===== src/rtl/lidar_gen.sv =====
// Synthetic lidar sample generator: constant, ramp or LFSR data in gapped frames.
// Optional LFSR data mode (cfg_mode 2) is compiled in when LIDAR_GEN_LFSR_EN is defined.
module lidar_gen #(
    parameter int DATA_W = 16,
    parameter int CNT_W  = 12
) (
    input  logic              clk,
    input  logic              rst,
    input  logic              start,
    input  logic              stop,
    input  logic [1:0]        cfg_mode,
    input  logic [DATA_W-1:0] cfg_seed,
    input  logic [CNT_W-1:0]  cfg_samples,
    input  logic [7:0]        cfg_gap,
    input  logic [CNT_W-1:0]  cfg_frame_gap,
    input  logic              cfg_cont,
    output logic [DATA_W-1:0] lidar_data,
    output logic              valid,
    output logic              busy,
    output logic              frame_done,
    output logic [CNT_W-1:0]  sample_idx,
    output logic [15:0]       frame_cnt
);

    typedef enum logic [1:0] {IDLE, SEND, GAP, FGAP} state_t;

    state_t            state_q, state_d;
    logic [1:0]        mode_q, mode_d;
    logic [DATA_W-1:0] seed_q, seed_d;
    logic [CNT_W-1:0]  samples_q, samples_d;
    logic [7:0]        gap_q, gap_d;
    logic [CNT_W-1:0]  fgap_q, fgap_d;
    logic              cont_q, cont_d;
    logic [CNT_W-1:0]  idx_q, idx_d;
    logic [CNT_W-1:0]  cnt_q, cnt_d;
    logic [DATA_W-1:0] data_q, data_d;
    logic              valid_q, valid_d;
    logic              busy_q, busy_d;
    logic              frame_done_q, frame_done_d;
    logic [CNT_W-1:0]  sample_idx_q, sample_idx_d;
    logic [15:0]       frame_cnt_q, frame_cnt_d;
    logic [DATA_W-1:0] sample_val;
    logic              last_sample;

`ifdef LIDAR_GEN_LFSR_EN
    logic [15:0] lfsr_q, lfsr_d;
    logic        lfsr_fb;

    // Taps 16,14,13,11 in right-shifting Fibonacci form
    assign lfsr_fb = lfsr_q[0] ^ lfsr_q[2] ^ lfsr_q[3] ^ lfsr_q[5];
`endif

    assign last_sample = (idx_q == samples_q - CNT_W'(1));

    always_comb begin
        sample_val = seed_q;
        case (mode_q)
            2'd1: sample_val = seed_q + DATA_W'(idx_q);
`ifdef LIDAR_GEN_LFSR_EN
            2'd2: sample_val = lfsr_q;
`else
            2'd2: sample_val = seed_q + DATA_W'(idx_q);
`endif
            default: sample_val = seed_q;
        endcase
    end

    always_comb begin
        state_d      = state_q;
        mode_d       = mode_q;
        seed_d       = seed_q;
        samples_d    = samples_q;
        gap_d        = gap_q;
        fgap_d       = fgap_q;
        cont_d       = cont_q;
        idx_d        = idx_q;
        cnt_d        = cnt_q;
        data_d       = data_q;
        valid_d      = 1'b0;
        frame_done_d = 1'b0;
        sample_idx_d = sample_idx_q;
        frame_cnt_d  = frame_cnt_q;
`ifdef LIDAR_GEN_LFSR_EN
        lfsr_d       = lfsr_q;
`endif
        case (state_q)
            IDLE: begin
                if (start && !stop && (cfg_samples != '0)) begin
                    mode_d    = cfg_mode;
                    seed_d    = cfg_seed;
                    samples_d = cfg_samples;
                    gap_d     = cfg_gap;
                    fgap_d    = cfg_frame_gap;
                    cont_d    = cfg_cont;
                    idx_d     = '0;
                    state_d   = SEND;
`ifdef LIDAR_GEN_LFSR_EN
                    lfsr_d    = (cfg_seed == '0) ? 16'hACE1 : cfg_seed[15:0];
`endif
                end
            end
            SEND: begin
                if (stop) begin
                    state_d = IDLE;
                end else begin
                    valid_d      = 1'b1;
                    data_d       = sample_val;
                    sample_idx_d = idx_q;
`ifdef LIDAR_GEN_LFSR_EN
                    lfsr_d       = {lfsr_fb, lfsr_q[15:1]};
`endif
                    if (last_sample) begin
                        frame_done_d = 1'b1;
                        frame_cnt_d  = frame_cnt_q + 16'd1;
                        idx_d        = '0;
                        if (!cont_q) begin
                            state_d = IDLE;
                        end else if (fgap_q != '0) begin
                            state_d = FGAP;
                            cnt_d   = fgap_q;
                        end
                    end else begin
                        idx_d = idx_q + CNT_W'(1);
                        if (gap_q != 8'd0) begin
                            state_d = GAP;
                            cnt_d   = CNT_W'(gap_q);
                        end
                    end
                end
            end
            GAP, FGAP: begin
                if (stop) begin
                    state_d = IDLE;
                end else if (cnt_q == CNT_W'(1)) begin
                    state_d = SEND;
                end else begin
                    cnt_d = cnt_q - CNT_W'(1);
                end
            end
            default: state_d = IDLE;
        endcase
        busy_d = (state_d != IDLE);
    end

    always_ff @(posedge clk) begin
        if (rst) begin
            state_q      <= IDLE;
            mode_q       <= '0;
            seed_q       <= '0;
            samples_q    <= '0;
            gap_q        <= '0;
            fgap_q       <= '0;
            cont_q       <= 1'b0;
            idx_q        <= '0;
            cnt_q        <= '0;
            data_q       <= '0;
            valid_q      <= 1'b0;
            busy_q       <= 1'b0;
            frame_done_q <= 1'b0;
            sample_idx_q <= '0;
            frame_cnt_q  <= '0;
`ifdef LIDAR_GEN_LFSR_EN
            lfsr_q       <= 16'hACE1;
`endif
        end else begin
            state_q      <= state_d;
            mode_q       <= mode_d;
            seed_q       <= seed_d;
            samples_q    <= samples_d;
            gap_q        <= gap_d;
            fgap_q       <= fgap_d;
            cont_q       <= cont_d;
            idx_q        <= idx_d;
            cnt_q        <= cnt_d;
            data_q       <= data_d;
            valid_q      <= valid_d;
            busy_q       <= busy_d;
            frame_done_q <= frame_done_d;
            sample_idx_q <= sample_idx_d;
            frame_cnt_q  <= frame_cnt_d;
`ifdef LIDAR_GEN_LFSR_EN
            lfsr_q       <= lfsr_d;
`endif
        end
    end

    assign lidar_data = data_q;
    assign valid      = valid_q;
    assign busy       = busy_q;
    assign frame_done = frame_done_q;
    assign sample_idx = sample_idx_q;
    assign frame_cnt  = frame_cnt_q;

endmodule


===== config.mk =====
export PLATFORM = sky130hd
export DESIGN_NAME = lidar_gen
export DESIGN_NICKNAME = d
export VERILOG_FILES = /design/src/rtl/lidar_gen.sv
export SDC_FILE = /design/constraint.sdc
export NUM_CORES = 1
export LEC_CHECK = 0
export ABC_CLOCK_PERIOD_IN_PS = 4200
export BUFFER_PORTS_ARGS = -buffer_cell sky130_fd_sc_hd__clkbuf_2
export CORE_ASPECT_RATIO = 0.7
export CORE_UTILIZATION = 40
export CTS_CLUSTER_SIZE = 24
export DETAILED_ROUTE_END_ITERATION = 16
export GPL_ROUTABILITY_DRIVEN = 0
export GPL_TIMING_DRIVEN = 0
export PLACE_DENSITY = 0.58
export SYNTH_ARGS = -nofsm -noshare
export SYNTH_HDL_FRONTEND = slang
export SYNTH_SLANG_ARGS = --single-unit

===== constraint.sdc =====
create_clock -name clk -period 4.2 [get_ports clk]
set_input_delay 1.05 -clock clk [delete_from_list [all_inputs] [get_ports clk]]
set_output_delay 1.05 -clock clk [all_outputs]
set_load 0.03 [all_outputs]

==> flow_metrics.env <==
export IMPL_status="complete, but fails checks"
export IMPL_violations="design-rule violations"
export IMPL_hold_depth=2
export IMPL_max_cap_viol_count=0
export IMPL_final_cell_mix="165 x nand2_1, 124 x dfxtp_1, 99 x clkbuf_2"
export IMPL_irDropWorstVdd_mv=0.238
export IMPL_ys_seq_area_frac=0.392
export IMPL_async_reset_ff_frac=0
export IMPL_drt_iter0_drc=455
export IMPL_grt_antenna_before_repair=0
export IMPL_path_common_cell="clkbuf_1"
export IMPL_overflow=0
export IMPL_drt_wl_total_um=19500
export IMPL_postCtsSetupBuffers=0
export IMPL_syn_instance_count=796
export IMPL_io_buffer_count=99
export IMPL_synthTopCellsByArea="dfxtp_1 39%, nand2_1 9.8%, a21oi_1 7.1%"
export IMPL_r2r_cells=11
export IMPL_clk_path_buf_depth=2
export IMPL_slowest_stage="or4b_2"
export IMPL_num_rows=38
export IMPL_h_tree_depth=4
export IMPL_yosys_area_top_type="dfxtp_1"
export IMPL_synth_enable_flop_cells=0
export IMPL_die_h_um=107
export IMPL_cp_arrival_ns=3.96
export IMPL_hold_end="sample_idx[9]$_SDFFE_PP0P_"
export IMPL_clock_skew_ns=0.00992
export IMPL_areaGrowthSynthToFinish_pct=21.4
export IMPL_maxSlewHeadroom=0.125
export IMPL_drtPass1Iterations=11
export IMPL_clk_pin_slew_ns=0.06
export IMPL_cts_resized=0
export IMPL_ys_seq_elements=124
export IMPL_cp_required_ns=4.54
export IMPL_tritoncts="yes"
export IMPL_leakagePower_nw=2.98
export IMPL_cts_sinks=124
export IMPL_setup_ws_ns=0.582
export IMPL_hp_class="reg -> reg"
export IMPL_path_cells="clkbuf_1 > or4b_2 > a31oi_1 > clkbuf_1 > buf_1 > nand2_1 > a21oi_1"
export IMPL_path_max_fanout=10
export IMPL_grt_max_degree=17
export IMPL_ff2ff_setup_slack_ns=0.60
export IMPL_r2r_end="idx_q[9]$_SDFFE_PP0P_"
export IMPL_r2r_start="samples_q[0]$_SDFFE_PP0P_"
export IMPL_drc_errors=6
export IMPL_finalHoldViolations=0
export IMPL_grt_pass1_vias=5582
export IMPL_die_w_um=152
export IMPL_core_area_um2=15500
export IMPL_setup_viol=0
export IMPL_end_kind="register"
export IMPL_final_core_util=0.496
export IMPL_rsz0062_at_grt="false"
export IMPL_synth_top_cell_area_share=0.392
export IMPL_track_usage=0.243
export IMPL_postSynthAreaPerCell_um2=7.95
export IMPL_yosysWarnings=0
export IMPL_vias=6252
export IMPL_final_common_cell="nand2_1"
export IMPL_start_util=0.408
export IMPL_wl_per_cell_um=17.3
export IMPL_worst_slew_pin_slew_ns=1.29
export IMPL_slowest_delay_ns=0.77
export IMPL_clkLatencyLatePin_ns=0.42
export IMPL_hp_start="sample_idx[9]$_SDFFE_PP0P_"
export IMPL_viasPerCell=5.55
export IMPL_power_density_nw_per_um2=406
export IMPL_hpwl_um=14500
export IMPL_root_buffer="clkbuf_16"
export IMPL_whs_ns=0.452
export IMPL_start_kind="input pin"
export IMPL_io_pins=102
export IMPL_period_minus_slack_ns=3.62
export IMPL_pre_cts_ws_ns=0.223
export IMPL_syn_nets=869
export IMPL_tns_ns=0
export IMPL_fmax_mhz=276
export IMPL_grt_pass1_wl_um=30400
export IMPL_period_share=0.862
export IMPL_drtAntennaViolNets=0
export IMPL_syn_area_um2=6330
export IMPL_cts_hold_buf=0
export IMPL_die_area_um2=16300
export IMPL_crit_type="in -> reg"
export IMPL_maxSlewViolCount=0
export IMPL_diodes=0
export IMPL_cts_buffers_inserted=17
export IMPL_layout_drive_gt1_share=0.167
export IMPL_nets=987
export IMPL_synthDistinctLibCells=75
export IMPL_ys_flop_type="dfxtp_1"
==> worst max-delay path by stage <==
| stage | startpoint | to | slack [ns] | cells after the start |
|---|---|---|---|---|
| 2_1_floorplan | stop | idx_q[9]$_SDFFE_PP0P_ | 1.12 | 9 |
| 3_3_place_gp | stop | seed_q[10]$_SDFFE_PP0P_ | 0.22 | 7 |
| 3_5_place_dp | stop | seed_q[10]$_SDFFE_PP0P_ | 0.22 | 7 |
| 4_1_cts | samples_q[0]$_SDFFE_PP0P_ | idx_q[9]$_SDFFE_PP0P_ | 0.63 | 11 |
| 5_1_grt | samples_q[0]$_SDFFE_PP0P_ | idx_q[10]$_SDFFE_PP0P_ | 0.29 | 11 |
| 6_report | stop | seed_q[11]$_SDFFE_PP0P_ | 0.58 | 7 |
==> routing by layer <==
layer | part of all wire | wire length [um] | global-route usage | up-vias
li1 | - | - | - | 3081
met1 | 0.52 | 10200 | 0.371 | 2933
met2 | 0.39 | 7620 | 0.335 | 211
met3 | 0.072 | 1400 | 0.0491 | 27
met4 | 0.013 | 248 | 0.0722 | 0
met5 | 0 | 0 | 0 | -
==> state kept, by name, indices dropped and copies added, names as in the netlist <==
name	flops
busy	1
cnt_q	12
cont_q	1
fgap_q	12
frame_cnt	16
frame_done	1
gap_q	8
idx_q	12
lidar_data	16
mode_q	2
sample_idx	12
samples_q	12
seed_q	16
state_q	2
valid	1
==> report_power, final <==
group          internal [mW]  switching, mW
clock network          0.944          0.593
registers               1.21         0.0379
logic                  0.119          0.217
==> Yosys cell counts, drive strengths merged (12+ instances only) <==
master / count
a21oi: 90
o21ai: 18
clkbuf: 37
inv: 18
nand3: 21
o31ai: 14
ha: 17
dfxtp: 124
nor2: 64
xor2: 22
nand4: 12
nor3: 17
nand2: 165
xnor2: 15
or4: 14
==> metrics by stage <==
| stage | instance area (um2) | power (mW) | std cells |
|---|---|---|---|
| after floorplan | 6330 | 1.49 | 796 |
| after global placement | 7080 | 1.60 | 1095 |
| after detailed placement | 7080 | 1.61 | 1095 |
| after CTS | 7690 | 3.14 | 1127 |
| after global routing | 7690 | 3.23 | 1127 |
| final | 7690 | 3.12 | 1127 |
==> critical path, delay by kind of cell <==
family / cells / cell delay [ns]
AOI/OAI and AO/OA: 2 / 0.72
buffers and inverters: 3 / 1.20
and+or+nand+nor: 2 / 0.98
==> layout make-up <==
class	count	area (um2)
clock inverters	15	186
well taps	200	250
flip-flops and latches	124	2480
clock buffers	17	425
plain buffers	46	189
fillers	1561	7810
repair buffers	99	495
multi-input cells	607	3590
inverters	19	71.3
==> kinds of logic (layout without fill, tap and decap cells) <==
logic type / Yosys count / after routing / share of synthesized area
compound gates: 199 / 199 / 0.208
buf+inv: 65 / 196 / 0.0411
flops: 124 / 124 / 0.392
fa+ha+maj: 18 / 18 / 0.0368
xor+xnor: 38 / 38 / 0.0548
simple gates: 343 / 343 / 0.253
mux: 9 / 9 / 0.0146
Note: power is estimated with default switching activity, not from simulation.
